### src/rtl/multicycle_control_if.sv
// multicycle_control_if
//   Groups the control unit's datapath/memory-facing signals.
//   master : the control FSM (drives strobes and selects, reads opcode/flags/readies)
//   slave  : the datapath and memories (drive opcode/flags/readies, consume strobes)
//   CNT_WIDTH must match the CNT_WIDTH of the attached multicycle_control.
interface multicycle_control_if #(
  parameter int CNT_WIDTH = 32
);
  logic [6:0]           opcode;
  logic                 branch_taken;
  logic                 imem_ready;
  logic                 dmem_ready;
  logic                 imem_req;
  logic                 dmem_req;
  logic                 dmem_we;
  logic                 ir_write;
  logic                 pc_write;
  logic [1:0]           pc_src;
  logic [1:0]           alu_src_a;
  logic                 alu_src_b;
  logic [1:0]           alu_op;
  logic                 reg_write;
  logic [1:0]           wb_sel;
  logic [2:0]           state;
  logic                 trap;
  logic [1:0]           trap_cause;
  logic [CNT_WIDTH-1:0] cycle_cnt;
  logic [CNT_WIDTH-1:0] instret_cnt;

  modport master (
    input  opcode, branch_taken, imem_ready, dmem_ready,
    output imem_req, dmem_req, dmem_we, ir_write, pc_write, pc_src,
           alu_src_a, alu_src_b, alu_op, reg_write, wb_sel, state,
           trap, trap_cause, cycle_cnt, instret_cnt
  );

  modport slave (
    output opcode, branch_taken, imem_ready, dmem_ready,
    input  imem_req, dmem_req, dmem_we, ir_write, pc_write, pc_src,
           alu_src_a, alu_src_b, alu_op, reg_write, wb_sel, state,
           trap, trap_cause, cycle_cnt, instret_cnt
  );
endinterface

### src/rtl/multicycle_control.sv
// multicycle_control
//   Sequencing FSM for the multi-cycle RV32I core. Steps the shared datapath
//   through FETCH/DECODE/EXECUTE/MEMORY/WRITEBACK, waits on variable-latency
//   instruction/data memories, traps on illegal opcodes or memory timeouts,
//   and keeps cycle / retired-instruction counters.
// Ports:
//   clk  - rising-edge clock
//   rstn - asynchronous active-low reset
//   bus  - multicycle_control_if.master: opcode, branch_taken, imem_ready,
//          dmem_ready in; memory requests, datapath strobes/selects, debug
//          state, trap flag/cause and the two counters out.
module multicycle_control #(
  parameter int MEM_TIMEOUT = 255,
  parameter int CNT_WIDTH   = 32
) (
  input  logic                   clk,
  input  logic                   rstn,
  multicycle_control_if.master   bus
);

  typedef enum logic [2:0] {
    S_FETCH     = 3'd0,
    S_DECODE    = 3'd1,
    S_EXECUTE   = 3'd2,
    S_MEMORY    = 3'd3,
    S_WRITEBACK = 3'd4,
    S_TRAP      = 3'd7
  } state_e;

  localparam logic [15:0] TIMEOUT = 16'(MEM_TIMEOUT);

  localparam logic [6:0] OP_R      = 7'b0110011;
  localparam logic [6:0] OP_I      = 7'b0010011;
  localparam logic [6:0] OP_LOAD   = 7'b0000011;
  localparam logic [6:0] OP_STORE  = 7'b0100011;
  localparam logic [6:0] OP_BRANCH = 7'b1100011;
  localparam logic [6:0] OP_JAL    = 7'b1101111;
  localparam logic [6:0] OP_JALR   = 7'b1100111;
  localparam logic [6:0] OP_LUI    = 7'b0110111;
  localparam logic [6:0] OP_AUIPC  = 7'b0010111;

  state_e               state_q, state_d;
  logic                 trap_q, trap_d;
  logic [1:0]           cause_q, cause_d;
  logic [15:0]          wait_q, wait_d;
  logic [CNT_WIDTH-1:0] cycle_q, cycle_d;
  logic [CNT_WIDTH-1:0] instret_q, instret_d;
  logic                 retire;

  logic is_r, is_i, is_load, is_store, is_branch, is_jal, is_jalr, is_lui, is_auipc;
  logic legal;

  assign is_r      = (bus.opcode == OP_R);
  assign is_i      = (bus.opcode == OP_I);
  assign is_load   = (bus.opcode == OP_LOAD);
  assign is_store  = (bus.opcode == OP_STORE);
  assign is_branch = (bus.opcode == OP_BRANCH);
  assign is_jal    = (bus.opcode == OP_JAL);
  assign is_jalr   = (bus.opcode == OP_JALR);
  assign is_lui    = (bus.opcode == OP_LUI);
  assign is_auipc  = (bus.opcode == OP_AUIPC);
  assign legal     = is_r | is_i | is_load | is_store | is_branch |
                     is_jal | is_jalr | is_lui | is_auipc;

  // Next-state, trap, wait-counter and performance-counter logic
  always_comb begin
    state_d   = state_q;
    trap_d    = trap_q;
    cause_d   = cause_q;
    wait_d    = wait_q;
    retire    = 1'b0;
    unique case (state_q)
      S_FETCH: begin
        // A ready on the limit cycle still wins over the timeout.
        if (bus.imem_ready) begin
          state_d = S_DECODE;
        end else if (wait_q == TIMEOUT) begin
          state_d = S_TRAP;
          trap_d  = 1'b1;
          cause_d = 2'b10;
        end else begin
          wait_d = wait_q + 16'd1;
        end
      end
      S_DECODE: begin
        if (legal) begin
          state_d = S_EXECUTE;
        end else begin
          state_d = S_TRAP;
          trap_d  = 1'b1;
          cause_d = 2'b01;
        end
      end
      S_EXECUTE: begin
        if (is_branch) begin
          state_d = S_FETCH;
          wait_d  = 16'd0;
          retire  = 1'b1;
        end else if (is_load || is_store) begin
          state_d = S_MEMORY;
          wait_d  = 16'd0;
        end else begin
          state_d = S_WRITEBACK;
        end
      end
      S_MEMORY: begin
        if (bus.dmem_ready) begin
          if (is_store) begin
            state_d = S_FETCH;
            wait_d  = 16'd0;
            retire  = 1'b1;
          end else begin
            state_d = S_WRITEBACK;
          end
        end else if (wait_q == TIMEOUT) begin
          state_d = S_TRAP;
          trap_d  = 1'b1;
          cause_d = 2'b11;
        end else begin
          wait_d = wait_q + 16'd1;
        end
      end
      S_WRITEBACK: begin
        state_d = S_FETCH;
        wait_d  = 16'd0;
        retire  = 1'b1;
      end
      S_TRAP: begin
        state_d = S_TRAP;
      end
      default: begin
        state_d = S_FETCH;
        wait_d  = 16'd0;
      end
    endcase
    cycle_d   = (state_q != S_TRAP) ? cycle_q + CNT_WIDTH'(1) : cycle_q;
    instret_d = retire ? instret_q + CNT_WIDTH'(1) : instret_q;
  end

  always_ff @(posedge clk or negedge rstn) begin
    if (!rstn) begin
      state_q   <= S_FETCH;
      trap_q    <= 1'b0;
      cause_q   <= 2'b00;
      wait_q    <= 16'd0;
      cycle_q   <= '0;
      instret_q <= '0;
    end else begin
      state_q   <= state_d;
      trap_q    <= trap_d;
      cause_q   <= cause_d;
      wait_q    <= wait_d;
      cycle_q   <= cycle_d;
      instret_q <= instret_d;
    end
  end

  // Strobe/select decode. Gated by rstn so requests drop the instant reset
  // is asserted, even though the reset state (FETCH) would otherwise request.
  always_comb begin
    bus.imem_req  = 1'b0;
    bus.dmem_req  = 1'b0;
    bus.dmem_we   = 1'b0;
    bus.ir_write  = 1'b0;
    bus.pc_write  = 1'b0;
    bus.pc_src    = 2'b00;
    bus.alu_src_a = 2'b00;
    bus.alu_src_b = 1'b0;
    bus.alu_op    = 2'b00;
    bus.reg_write = 1'b0;
    bus.wb_sel    = 2'b00;
    if (rstn) begin
      unique case (state_q)
        S_FETCH: begin
          bus.imem_req = 1'b1;
          if (bus.imem_ready) begin
            bus.ir_write = 1'b1;
            bus.pc_write = 1'b1;
          end
        end
        S_EXECUTE: begin
          if (is_r) begin
            bus.alu_op = 2'b10;
          end else if (is_i) begin
            bus.alu_src_b = 1'b1;
            bus.alu_op    = 2'b10;
          end else if (is_lui) begin
            bus.alu_src_a = 2'b10;
            bus.alu_src_b = 1'b1;
          end else if (is_auipc) begin
            bus.alu_src_a = 2'b01;
            bus.alu_src_b = 1'b1;
          end else if (is_load || is_store) begin
            bus.alu_src_b = 1'b1;
          end else if (is_branch) begin
            bus.alu_op   = 2'b01;
            bus.pc_write = bus.branch_taken;
            bus.pc_src   = 2'b01;
          end else if (is_jal) begin
            bus.pc_write = 1'b1;
            bus.pc_src   = 2'b01;
          end else if (is_jalr) begin
            bus.pc_write = 1'b1;
            bus.pc_src   = 2'b10;
          end
        end
        S_MEMORY: begin
          bus.dmem_req = 1'b1;
          bus.dmem_we  = is_store;
        end
        S_WRITEBACK: begin
          bus.reg_write = 1'b1;
          if (is_load) begin
            bus.wb_sel = 2'b01;
          end else if (is_jal || is_jalr) begin
            bus.wb_sel = 2'b10;
          end
        end
        default: begin
        end
      endcase
    end
  end

  assign bus.state       = state_q;
  assign bus.trap        = trap_q;
  assign bus.trap_cause  = cause_q;
  assign bus.cycle_cnt   = cycle_q;
  assign bus.instret_cnt = instret_q;

endmodule
### src/flat_wrapper.sv
// flat-port wrapper written by rule: the top's interface ports become plain ports
module multicycle_control_flat 
#(
  parameter int MEM_TIMEOUT = 255,
  parameter int CNT_WIDTH   = 32
)
  (clk, rstn, bus_opcode, bus_branch_taken, bus_imem_ready, bus_dmem_ready, bus_imem_req, bus_dmem_req, bus_dmem_we, bus_ir_write, bus_pc_write, bus_pc_src, bus_alu_src_a, bus_alu_src_b, bus_alu_op, bus_reg_write, bus_wb_sel, bus_state, bus_trap, bus_trap_cause, bus_cycle_cnt, bus_instret_cnt);
  multicycle_control_if #(.CNT_WIDTH(CNT_WIDTH)) bus_i ();
  input  logic clk;
  input  logic rstn;
  input wire logic [$bits(bus_i.opcode)-1:0] bus_opcode;
  input wire logic [$bits(bus_i.branch_taken)-1:0] bus_branch_taken;
  input wire logic [$bits(bus_i.imem_ready)-1:0] bus_imem_ready;
  input wire logic [$bits(bus_i.dmem_ready)-1:0] bus_dmem_ready;
  output wire logic [$bits(bus_i.imem_req)-1:0] bus_imem_req;
  output wire logic [$bits(bus_i.dmem_req)-1:0] bus_dmem_req;
  output wire logic [$bits(bus_i.dmem_we)-1:0] bus_dmem_we;
  output wire logic [$bits(bus_i.ir_write)-1:0] bus_ir_write;
  output wire logic [$bits(bus_i.pc_write)-1:0] bus_pc_write;
  output wire logic [$bits(bus_i.pc_src)-1:0] bus_pc_src;
  output wire logic [$bits(bus_i.alu_src_a)-1:0] bus_alu_src_a;
  output wire logic [$bits(bus_i.alu_src_b)-1:0] bus_alu_src_b;
  output wire logic [$bits(bus_i.alu_op)-1:0] bus_alu_op;
  output wire logic [$bits(bus_i.reg_write)-1:0] bus_reg_write;
  output wire logic [$bits(bus_i.wb_sel)-1:0] bus_wb_sel;
  output wire logic [$bits(bus_i.state)-1:0] bus_state;
  output wire logic [$bits(bus_i.trap)-1:0] bus_trap;
  output wire logic [$bits(bus_i.trap_cause)-1:0] bus_trap_cause;
  output wire logic [$bits(bus_i.cycle_cnt)-1:0] bus_cycle_cnt;
  output wire logic [$bits(bus_i.instret_cnt)-1:0] bus_instret_cnt;
  assign bus_i.opcode = bus_opcode;
  assign bus_i.branch_taken = bus_branch_taken;
  assign bus_i.imem_ready = bus_imem_ready;
  assign bus_i.dmem_ready = bus_dmem_ready;
  assign bus_imem_req = bus_i.imem_req;
  assign bus_dmem_req = bus_i.dmem_req;
  assign bus_dmem_we = bus_i.dmem_we;
  assign bus_ir_write = bus_i.ir_write;
  assign bus_pc_write = bus_i.pc_write;
  assign bus_pc_src = bus_i.pc_src;
  assign bus_alu_src_a = bus_i.alu_src_a;
  assign bus_alu_src_b = bus_i.alu_src_b;
  assign bus_alu_op = bus_i.alu_op;
  assign bus_reg_write = bus_i.reg_write;
  assign bus_wb_sel = bus_i.wb_sel;
  assign bus_state = bus_i.state;
  assign bus_trap = bus_i.trap;
  assign bus_trap_cause = bus_i.trap_cause;
  assign bus_cycle_cnt = bus_i.cycle_cnt;
  assign bus_instret_cnt = bus_i.instret_cnt;
  multicycle_control #(.MEM_TIMEOUT(MEM_TIMEOUT), .CNT_WIDTH(CNT_WIDTH)) u_core (.clk(clk), .rstn(rstn), .bus(bus_i));
endmodule
### config.mk
export PLATFORM = sky130hd
export DESIGN_NAME = multicycle_control_flat
export DESIGN_NICKNAME = d
export VERILOG_FILES = /design/src/rtl/multicycle_control_if.sv /design/src/rtl/multicycle_control.sv /design/src/flat_wrapper.sv
export SDC_FILE = /design/constraint.sdc
export NUM_CORES = 1
export LEC_CHECK = 0
export CAP_MARGIN = 30
export CORE_AREA = 2 2 102 104
export DETAILED_ROUTE_END_ITERATION = 16
export DIE_AREA = 0 0 104 106
export PLACE_DENSITY_LB_ADDON = 0.25
export SYNTH_ARGS = -nofsm -noshare
export SYNTH_HDL_FRONTEND = slang
export SYNTH_SLANG_ARGS = --single-unit
### constraint.sdc
create_clock -name clk -period 2.1 [get_ports clk]
set_input_delay 0.21 -clock clk [delete_from_list [all_inputs] [get_ports clk]]
set_output_delay 0.21 -clock clk [all_outputs]
set_load 0.01 [all_outputs]
==> results of run 1 <==
## power by group through the flow
| stage | clock, uW | combinational [uW] | sequential (uW) |
|---|---|---|---|
| after floorplan | 0 | 25.6 | 1690 |
| after global placement | 0 | 118 | 1690 |
| after detailed placement | 0 | 120 | 1690 |
| after CTS | 1320 | 128 | 1660 |
| after global routing | 1390 | 141 | 1660 |
| final | 1290 | 127 | 1660 |
## flip-flops by register name, indices dropped and copies added, names as in the netlist
name / cells
u_core.bus.cycle_cnt: 32
u_core.bus.trap: 1
u_core.bus.trap_cause: 2
u_core.bus.instret_cnt: 32
u_core.bus.state: 3
u_core.wait_q: 16
## worst max-delay path: stages (launching register included)
cell     delay [ns]
dfrtp_1        0.38
or4_4          0.54
or4_4          0.61
and2_4         0.19
o21a_1         0.18
a21oi_1        0.14
## final cells by class
type	count	share of cell area (%)
clock buffer	9	1.96
inverter	8	0.475
clock inverter	6	1.48
tap	136	2.69
sequential	86	34.1
timing repair buffer	161	22.8
multi-input combinational	339	36.5
## routing by layer
layer,part of all wire (%),track usage [%]
met5,0,0
met4,2.4,8.78
met3,5.0,3.92
met2,48,33.7
met1,45,27.2
## what timing repair did
| action | CTS | global route |
|---|---|---|
| setup buffers | 2 | 6 |
| pin swaps | 1 | 18 |
| resized for setup | 34 | 32 |
| setup endpoints to repair | 17 | 30 |
| hold endpoints to repair | 23 | 0 |
| gates cloned | 0 | 2 |
| hold buffers | 2 | 0 |
## kinds of logic (layout without fill, tap and decap cells)
family          Yosys count  after routing
mux                       1              1
flops                    86             86
fa+ha+maj                 3              3
simple gates            202            203
xor+xnor                 63             63
compound gates           69             69
buf+inv                  25            184
## synth_stat cells (2+ instances only)
master and number:
and3_1 19, a31oi_1 6, or3_1 7, buf_2 5, o211ai_1 2, o31ai_1 3, nand4_1 25, nor4_1 3
or2_2 2, nand2_1 41, and2_1 2, or4_1 2, a21oi_1 16, a211oi_1 2, clkbuf_1 11, nand2b_1 6
nand3_1 37, dfrtp_1 86, and4_1 8, nor2b_1 2, inv_1 8, xor2_1 8, o21ai_1 2, ha_1 3
nor2_1 22, nor3_1 13, o21bai_1 3, nand3b_1 4, o21ai_0 17, xnor2_1 55, o21a_1 3
## through the flow
step / utilization, % / cells / worst slack (ns) / hold WS (ns)
2_1_floorplan: - / 449 / 0.0216 / -0.0856
3_3_place_gp: 59.3 / 718 / -0.185 / 0.236
3_5_place_dp: 59.3 / 718 / -0.236 / 0.239
4_1_cts: 62.0 / 737 / -0.0236 / 0.448
5_1_grt: 63.2 / 745 / -0.0621 / 0.491
6_report: 63.2 / 745 / -0.00975 / 0.467
## placed cells by master, fill, tap and decap left out, types with 9 or more instances in the layout
cell type,synthesis,final
clkdlybuf4s50_1,0,81
dfrtp_1,86,84
nand2_1,41,41
o21ai_0,17,13
a21oi_1,16,13
and3_1,19,18
nor3_1,13,13
buf_4,0,61
nand3_1,37,36
nand4_1,25,25
clkbuf_8,0,9
xnor2_1,55,55
nor2_1,22,20
## worst max path at each step
stage | cells after the start | to | slack, ns
CTS | 7 | u_core.wait_q[13] | -0.02
global placement | 5 | bus_dmem_we | -0.19
detailed placement | 7 | u_core.bus.instret_cnt[12] | -0.24
floorplan | 7 | u_core.bus.instret_cnt[16] | 0.02
global route | 6 | u_core.wait_q[7] | -0.06
finish | 5 | u_core.wait_q[0] | -0.01
==> impl_metrics.toml, run 1 <==
[outcome]
status = "finished with violations"
violations = "negative setup slack"

[synth]
yosysWarnings = 0
synth.ff_latch_count = 86
syn-num-nets = 464
yosysTopAreaCell = "dfrtp_1"
synth_xor_area_share_pct = 12.4
syn_inst = 449
synthSimpleGateAreaFrac_pct = 25.1
synth_cell_types = 57
synth_top_family_by_area = "simple AND/OR/NAND/NOR gates"
muxShareOfSynthArea_pct = 0.253
netlist.area_leader.share_pct = 48.3
async_flop_share_pct = 100
ys.flop_type = "dfrtp_1"
synthAdderAreaFrac_pct = 0.842
synth_edf_count = 0
synth.avg_cell_area_um2 = 9.93
synth_seq_area_share_pct = 48.3
yosys-top-cells-area = "dfrtp_1 48%, xnor2_1 11%, nand3_1 4.2%"
synth-compound-area-share_pct = 10.7
syn_area_mm2 = 0.00446

[power]
p_sw_share_pct = 22.4
totalPowerFinal_uw = 3080
ir_worst_vdd_mv = 0.492
p_comb_share_pct = 4.1
powerDensity_mw_per_mm2 = 487
p_int_uw = 2390
leakage_uw = 0.00268
p_switching_uw = 690
power.share.clock_pct = 42.0
pwr-share-seq_pct = 53.9

[worst_setup_path]
critPathCaptureType = "flip-flop"
critPathRequiredTime_ns = 2.38
cp.arrival_ns = 2.39
startpoint_type = "flip-flop"
worstPathMaxFanout = 6
critical_path_class = "flip-flop to flip-flop"
reg2reg_slack_ns = -0.01
r2r-start = "u_core.wait_q[9]"
r2r_cells = 5
setup.worst_path.start = "u_core.wait_q[9]"
r2r_end = "u_core.wait_q[0]"

[routing]
drc = 0
wirelength_mm = 11.3
drtIter0Drc = 161
routed_via_density = 5.36
detail-route-antenna-nets = 0
drt-pass1-iter-count = 4
wire_per_inst_um = 15.2
vias = 3994

[clock_network]
htreeDepth = 3
ctsLongestPathBuffers = 2
clk_latency_ns = 0.36
cts_tree = "yes"
root_buffer = "clkbuf_8"
cts_inserted_buffers = 9
numClockSinks = 86
clk_pin_slew_ns = 0.10

[sta]
fin_crit_sh_pct = 100
relSlewSlack_pct = 48.6
period_needed_ns = 2.11
setup_viol = 2
rsz0062_at_grt = "yes"
tns_ns = -0.0118
timing.final.ws_setup_ns = -0.00975
slew_viol_final = 0
tightest_slew_ns = 0.770
skew_ns = 0.0129
hold_viol = 0
fmax_mhz = 474

[grt]
grt_pass1_wl_mm = 18.5
grt_max_degree = 64
grt_pass1_vias = 3912
grt_overflow_total = 0
antenna_found_initial = 0
grt_usage_pct = 20.7

[layout]
multi_input_comb_area_mm2 = 0.00231
regArea_mm2 = 0.00215
antenna_cells = 0
nFillCells = 849
syn2layout_area_growth_pct = 41.8
layout-drive-gt1-share_pct = 20.0
fin_area_mm2 = 0.00632
layout.nets = 620

[die]
core_mm2 = 0.0100
num_io_pins = 97
dieHeight_um = 106
dieArea_mm2 = 0.0110
start_util_pct = 44.6
fp-row-count = 37
chipWidth_um = 104

[place]
port_buffers = 96
routabilityCongestion = 0.846
place_hpwl_mm = 8.11
placed_cell_area_mm2 = 0.00593

[run]
max-cap-violations = 0

[min_path]
hold_class = "input port to async pin"
(Power assumes the default switching activity.)
==> run 2, diff against run 1 <==
--- a/config.mk
+++ b/config.mk
@@ -6,9 +6,10 @@
 export NUM_CORES = 1
 export LEC_CHECK = 0
 export CAP_MARGIN = 30
-export CORE_AREA = 2 2 102 104
+export CORE_AREA = 2 2 98 100
 export DETAILED_ROUTE_END_ITERATION = 16
-export DIE_AREA = 0 0 104 106
+export DIE_AREA = 0 0 100 102
+export DONT_BUFFER_PORTS = 1
 export PLACE_DENSITY_LB_ADDON = 0.25
 export SYNTH_ARGS = -nofsm -noshare
 export SYNTH_HDL_FRONTEND = slang
==> run 2 against run 1 <==
  * Die area is 7.5% lower
  * Design area is 18% lower
  * The flow finishes with violations (negative hold slack)
  * Sequential share of layout area is 7.7 points higher
  * Core utilization is 6.6 points lower
==> impl_metrics.toml, run 2 (same netlist as run 1, synthesis figures left out) <==
[sta]
period_needed_ns = 2.08
fin_crit_sh_pct = 99.0
relSlewSlack_pct = 58.5
tns_ns = 0
fmax_mhz = 481
skew_ns = 0.00984
hold_viol = 86
tightest_slew_ns = 0.615
setup_viol = 0
holdWs_ns = -0.451
timing.final.ws_setup_ns = 0.0218
rsz0062_at_grt = "yes"
slew_viol_final = 0

[routing]
wire_per_inst_um = 16.5
routed_via_density = 5.96
detail-route-antenna-nets = 0
drc = 0
drt-pass1-iter-count = 4
drtIter0Drc = 162
wl_met1_mm = 4.49
wl_met3_um = 514
highest-signal-layer = "met4"
wirelength_mm = 9.91
met2_wirelength_mm = 4.83
vias = 3579

[layout]
nFillCells = 819
layout.nets = 500
mostFrequentLayoutCell = "dfrtp_1"
layout-drive-gt1-share_pct = 18.6
final_cell_mix = "84 x dfrtp_1, 55 x xnor2_1, 40 x nand2_1"
syn2layout_area_growth_pct = 15.7
antenna_cells = 0

[worst_setup_path]
worstPathMaxFanout = 7
crit_chain = "buf_6 > nand2b_4 > a2111o_1 > a211oi_4 > clkbuf_4 > nand3_1 > xnor2_1"
startpoint_type = "flip-flop"
slowest_stage = "a2111o_1"
critPathTopFamily = "compound AO/OA/AOI/OAI gates"
critPathCaptureType = "flip-flop"
r2r_cells = 7
crit_cells = 7
critical_path_class = "flip-flop to flip-flop"
max_stage_delay_ns = 0.45
cp_num_buf_inv = 2
cp.arrival_ns = 2.30
critPathRequiredTime_ns = 2.33

[grt]
grt_pass1_wl_mm = 15.9
antenna_found_initial = 0
grt_usage_pct = 19.2
grt_pass1_vias = 3382
grt_max_degree = 89
grt_overflow_total = 0

[die]
core_mm2 = 0.00911
fp-row-count = 35
dieArea_mm2 = 0.0102
dieHeight_um = 102
start_util_pct = 48.9
chipWidth_um = 100
num_io_pins = 97

[run]
max-cap-violations = 0

[place]
place_hpwl_mm = 6.75
routabilityCongestion = 0.846
place_ws_ns = 0.00405
port_buffers = 0

[clock_network]
cts_tree = "yes"
ctsLongestPathBuffers = 2
clk_latency_ns = 0.34
htreeDepth = 3
clk_pin_slew_ns = 0.09
cts_inserted_buffers = 9
root_buffer = "clkbuf_8"
numClockSinks = 86

[power]
leakage_uw = 0.00215
powerDensity_mw_per_mm2 = 540
ir_worst_vdd_mv = 0.327

[outcome]
status = "finished with violations"
violations = "negative hold slack"

[min_path]
hold_class = "input port to async pin"
## run 2: changes by cell type in the layout (fill, tap and decap cells not counted), sizes merged
| cell | before | now |
|---|---|---|
| buf | 70 | 40 |
| dlygate4sd2 | 6 | 0 |
| dlygate4sd3 | 1 | 0 |
| inv | 10 | 12 |
| bufinv | 2 | 0 |
| clkdlybuf4s50 | 81 | 0 |
| dlymetal6s2s | 1 | 0 |
## run 2: path summary, 6_finish.rpt
kind	startpoint	to	slack [ns]
worst max-delay path	u_core.bus.state[0]	u_core.bus.instret_cnt[20]	0.02
worst min-delay path	rstn	u_core.bus.state[1]	-0.45
worst max register to register	u_core.bus.state[0]	u_core.bus.instret_cnt[20]	0.02
worst min register to register	u_core.wait_q[15]	u_core.wait_q[15]	0.50
max in group asynchronous	rstn	u_core.wait_q[8]	2.43
min in group clk	bus_dmem_ready	u_core.bus.trap_cause[0]	0.10
## run 2: area by class of cell
cell class                 instances  area, um2  share of cell area, %
clock buffer                      10        138                   2.67
clock inverter                     6       51.3                  0.995
inverter                           8       30.0                  0.582
multi-input combinational        339       2320                   44.9
sequential                        86       2150                   41.8
tap                              111        139                   2.69
timing repair buffer              41        327                   6.33
## run 2: power by group
group / internal [uW] / total [uW] / switching (uW)
clock: 482 / 1100 / 618
sequential: 1660 / 1660 / 4.66
combinational: 12.9 / 24.5 / 11.6
## run 2: per-layer routing
| metal | vias to the layer above | track usage (%) |
|---|---|---|
| met5 | - | 0 |
| met4 | 0 | 4.21 |
| met3 | 7 | 6.16 |
| met2 | 89 | 30.4 |
| met1 | 1784 | 26.1 |
| li1 | 1699 | - |
## run 2: timing repair
| item | CTS | global route |
|---|---|---|
| hold endpoints to repair | 86 | 86 |
| setup endpoints to repair | 8 | 36 |
| buffers inserted | 4 | 3 |
| pin swaps | 4 | 7 |
| gates resized for setup | 11 | 21 |
| gates cloned | 0 | 2 |
## run 2: through the flow
| step | std cells | area, um2 | hold WS [ns] | total power, uW | utilization, % |
|---|---|---|---|---|---|
| 6_report | 601 | 5160 | -0.451 | 2790 | 56.6 |
| 5_1_grt | 601 | 5160 | -0.491 | 2900 | 56.6 |
| 4_1_cts | 596 | 5030 | -0.472 | 2830 | 55.2 |
| 3_5_place_dp | 577 | 4770 | -0.0817 | 1720 | 52.4 |
| 3_3_place_gp | 577 | 4770 | -0.0820 | 1720 | 52.4 |
| 2_1_floorplan | 449 | 4460 | -0.0856 | 1720 | - |
==> variant (settings of run 2) <==
`CNT_WIDTH` is set to 32 in 3 places; all go to 36.
--- a/src/rtl/multicycle_control_if.sv
+++ b/src/rtl/multicycle_control_if.sv
@@ -5,5 +5,5 @@
 //   CNT_WIDTH must match the CNT_WIDTH of the attached multicycle_control.
 interface multicycle_control_if #(
-  parameter int CNT_WIDTH = 32
+  parameter int CNT_WIDTH = 36
 );
   logic [6:0]           opcode;
--- a/src/rtl/multicycle_control.sv
+++ b/src/rtl/multicycle_control.sv
@@ -12,5 +12,5 @@
 module multicycle_control #(
   parameter int MEM_TIMEOUT = 255,
-  parameter int CNT_WIDTH   = 32
+  parameter int CNT_WIDTH   = 36
 ) (
   input  logic                   clk,
--- a/src/flat_wrapper.sv
+++ b/src/flat_wrapper.sv
@@ -3,5 +3,5 @@
 #(
   parameter int MEM_TIMEOUT = 255,
-  parameter int CNT_WIDTH   = 32
+  parameter int CNT_WIDTH   = 36
 )
   (clk, rstn, bus_opcode, bus_branch_taken, bus_imem_ready, bus_dmem_ready, bus_imem_req, bus_dmem_req, bus_dmem_we, bus_ir_write, bus_pc_write, bus_pc_src, bus_alu_src_a, bus_alu_src_b, bus_alu_op, bus_reg_write, bus_wb_sel, bus_state, bus_trap, bus_trap_cause, bus_cycle_cnt, bus_instret_cnt);
Ports: changed (resized bus_cycle_cnt and bus_instret_cnt); port bits go from 97 to 105. The function was not compared with the original's and may differ.
==> variant against run 2 <==
  * Sequential cell count rose by 8
  * Highest routed layer unchanged
  * First-iteration DRC count is 12% higher
  * Setup slack improved by 7.1 ps
  * Wire length up 14%
  * The flow still finishes with violations (negative hold slack)
  * Synthesized cell count increased by 15%
  * Largest cell class unchanged
  * Critical path depth down 1
  * Area after synthesis grew 11%
  * Design area is 12% higher
  * Non-clock buffer count up 20
  * Global-route usage rose by 3.0 points
  * Final cell count rose by 15%
Power is not compared: it rests on default switching activity, and its combinational part moved more than twofold at a synthesized area within 25%.
==> variant: results <==
set metrics [dict create \
    status "finished, violations left" \
    violations "negative hold slack" \
    wl_met3_um 664 \
    via_count 4089 \
    reg2reg_depth 6 \
    crit_path_max_incr_delay_ps 580 \
    share_of_final_layout_standard_cells_stronger_than_drive_strength_1 0.192 \
    cell_with_the_largest_stage_delay_on_the_worst_path "sky130_fd_sc_hd__or4_4" \
    synth_compound_area_frac 0.0974 \
    detail_route.wirelength.met1_um 4780 \
    met3_usage 0.0657 \
    post-cts-setup-buffer-count 1 \
    worst-slew-pin-transition_ps 597 \
    clock_latency_ps 370 \
    synth_sequential_area_ratio 0.477 \
    clkbuf_count 9 \
    grt_first_pass_wirelength_um 18200 \
    synthCells 516 \
    layout.comb_gates.multi_input 389 \
    clock_cell_area_share 0.0364 \
    filler_cell_count 750 \
    clock-sinks 94 \
    placed_area_mm2 0.00546 \
    signal_buffer_area_fraction 0.0819 \
    inverters 19 \
    clock_skew_ps 12.3 \
    global_route.usage.total 0.221 \
    synth_adder_area_share 0.00761 \
    use_met1 0.276 \
    buffers 61 \
    hold-worst-slack_ps -468 \
    synthTopCellsByCount "sky130_fd_sc_hd__dfrtp_1, sky130_fd_sc_hd__nand2_1, sky130_fd_sc_hd__nor2_1" \
    timing.final.hold_violations 94 \
    first_iter_violations 181 \
]
## variant: power by group
part | total [mW] | leakage (nW) | internal [mW] | switching [mW]
clock network | 1.26 | 0.104 | 0.577 | 0.685
registers | 2.31 | 1.25 | 2.00 | 0.314
logic | 1.55 | 1.31 | 0.700 | 0.851
total | 5.13 | 2.66 | 3.28 | 1.85
## variant: stage by stage
| stage | TNS, ps | utilization | setup slack [ps] |
|---|---|---|---|
| after floorplan | 0 | - | 53.3 |
| after global placement | 0 | 0.599 | 9.31 |
| after detailed placement | -17.7 | 0.599 | -14.7 |
| after CTS | -1.45 | 0.625 | -1.45 |
| after global routing | -37.7 | 0.634 | -18.6 |
| final | 0 | 0.634 | 29.0 |
## variant: worst reg2reg max path: cells and delay by family (launching register included)
family,cells,cell delay (ps)
flip-flops,1,390
buffers and inverters,1,160
AO/OA/AOI/OAI,1,60
AND/OR/NAND/NOR,4,1330
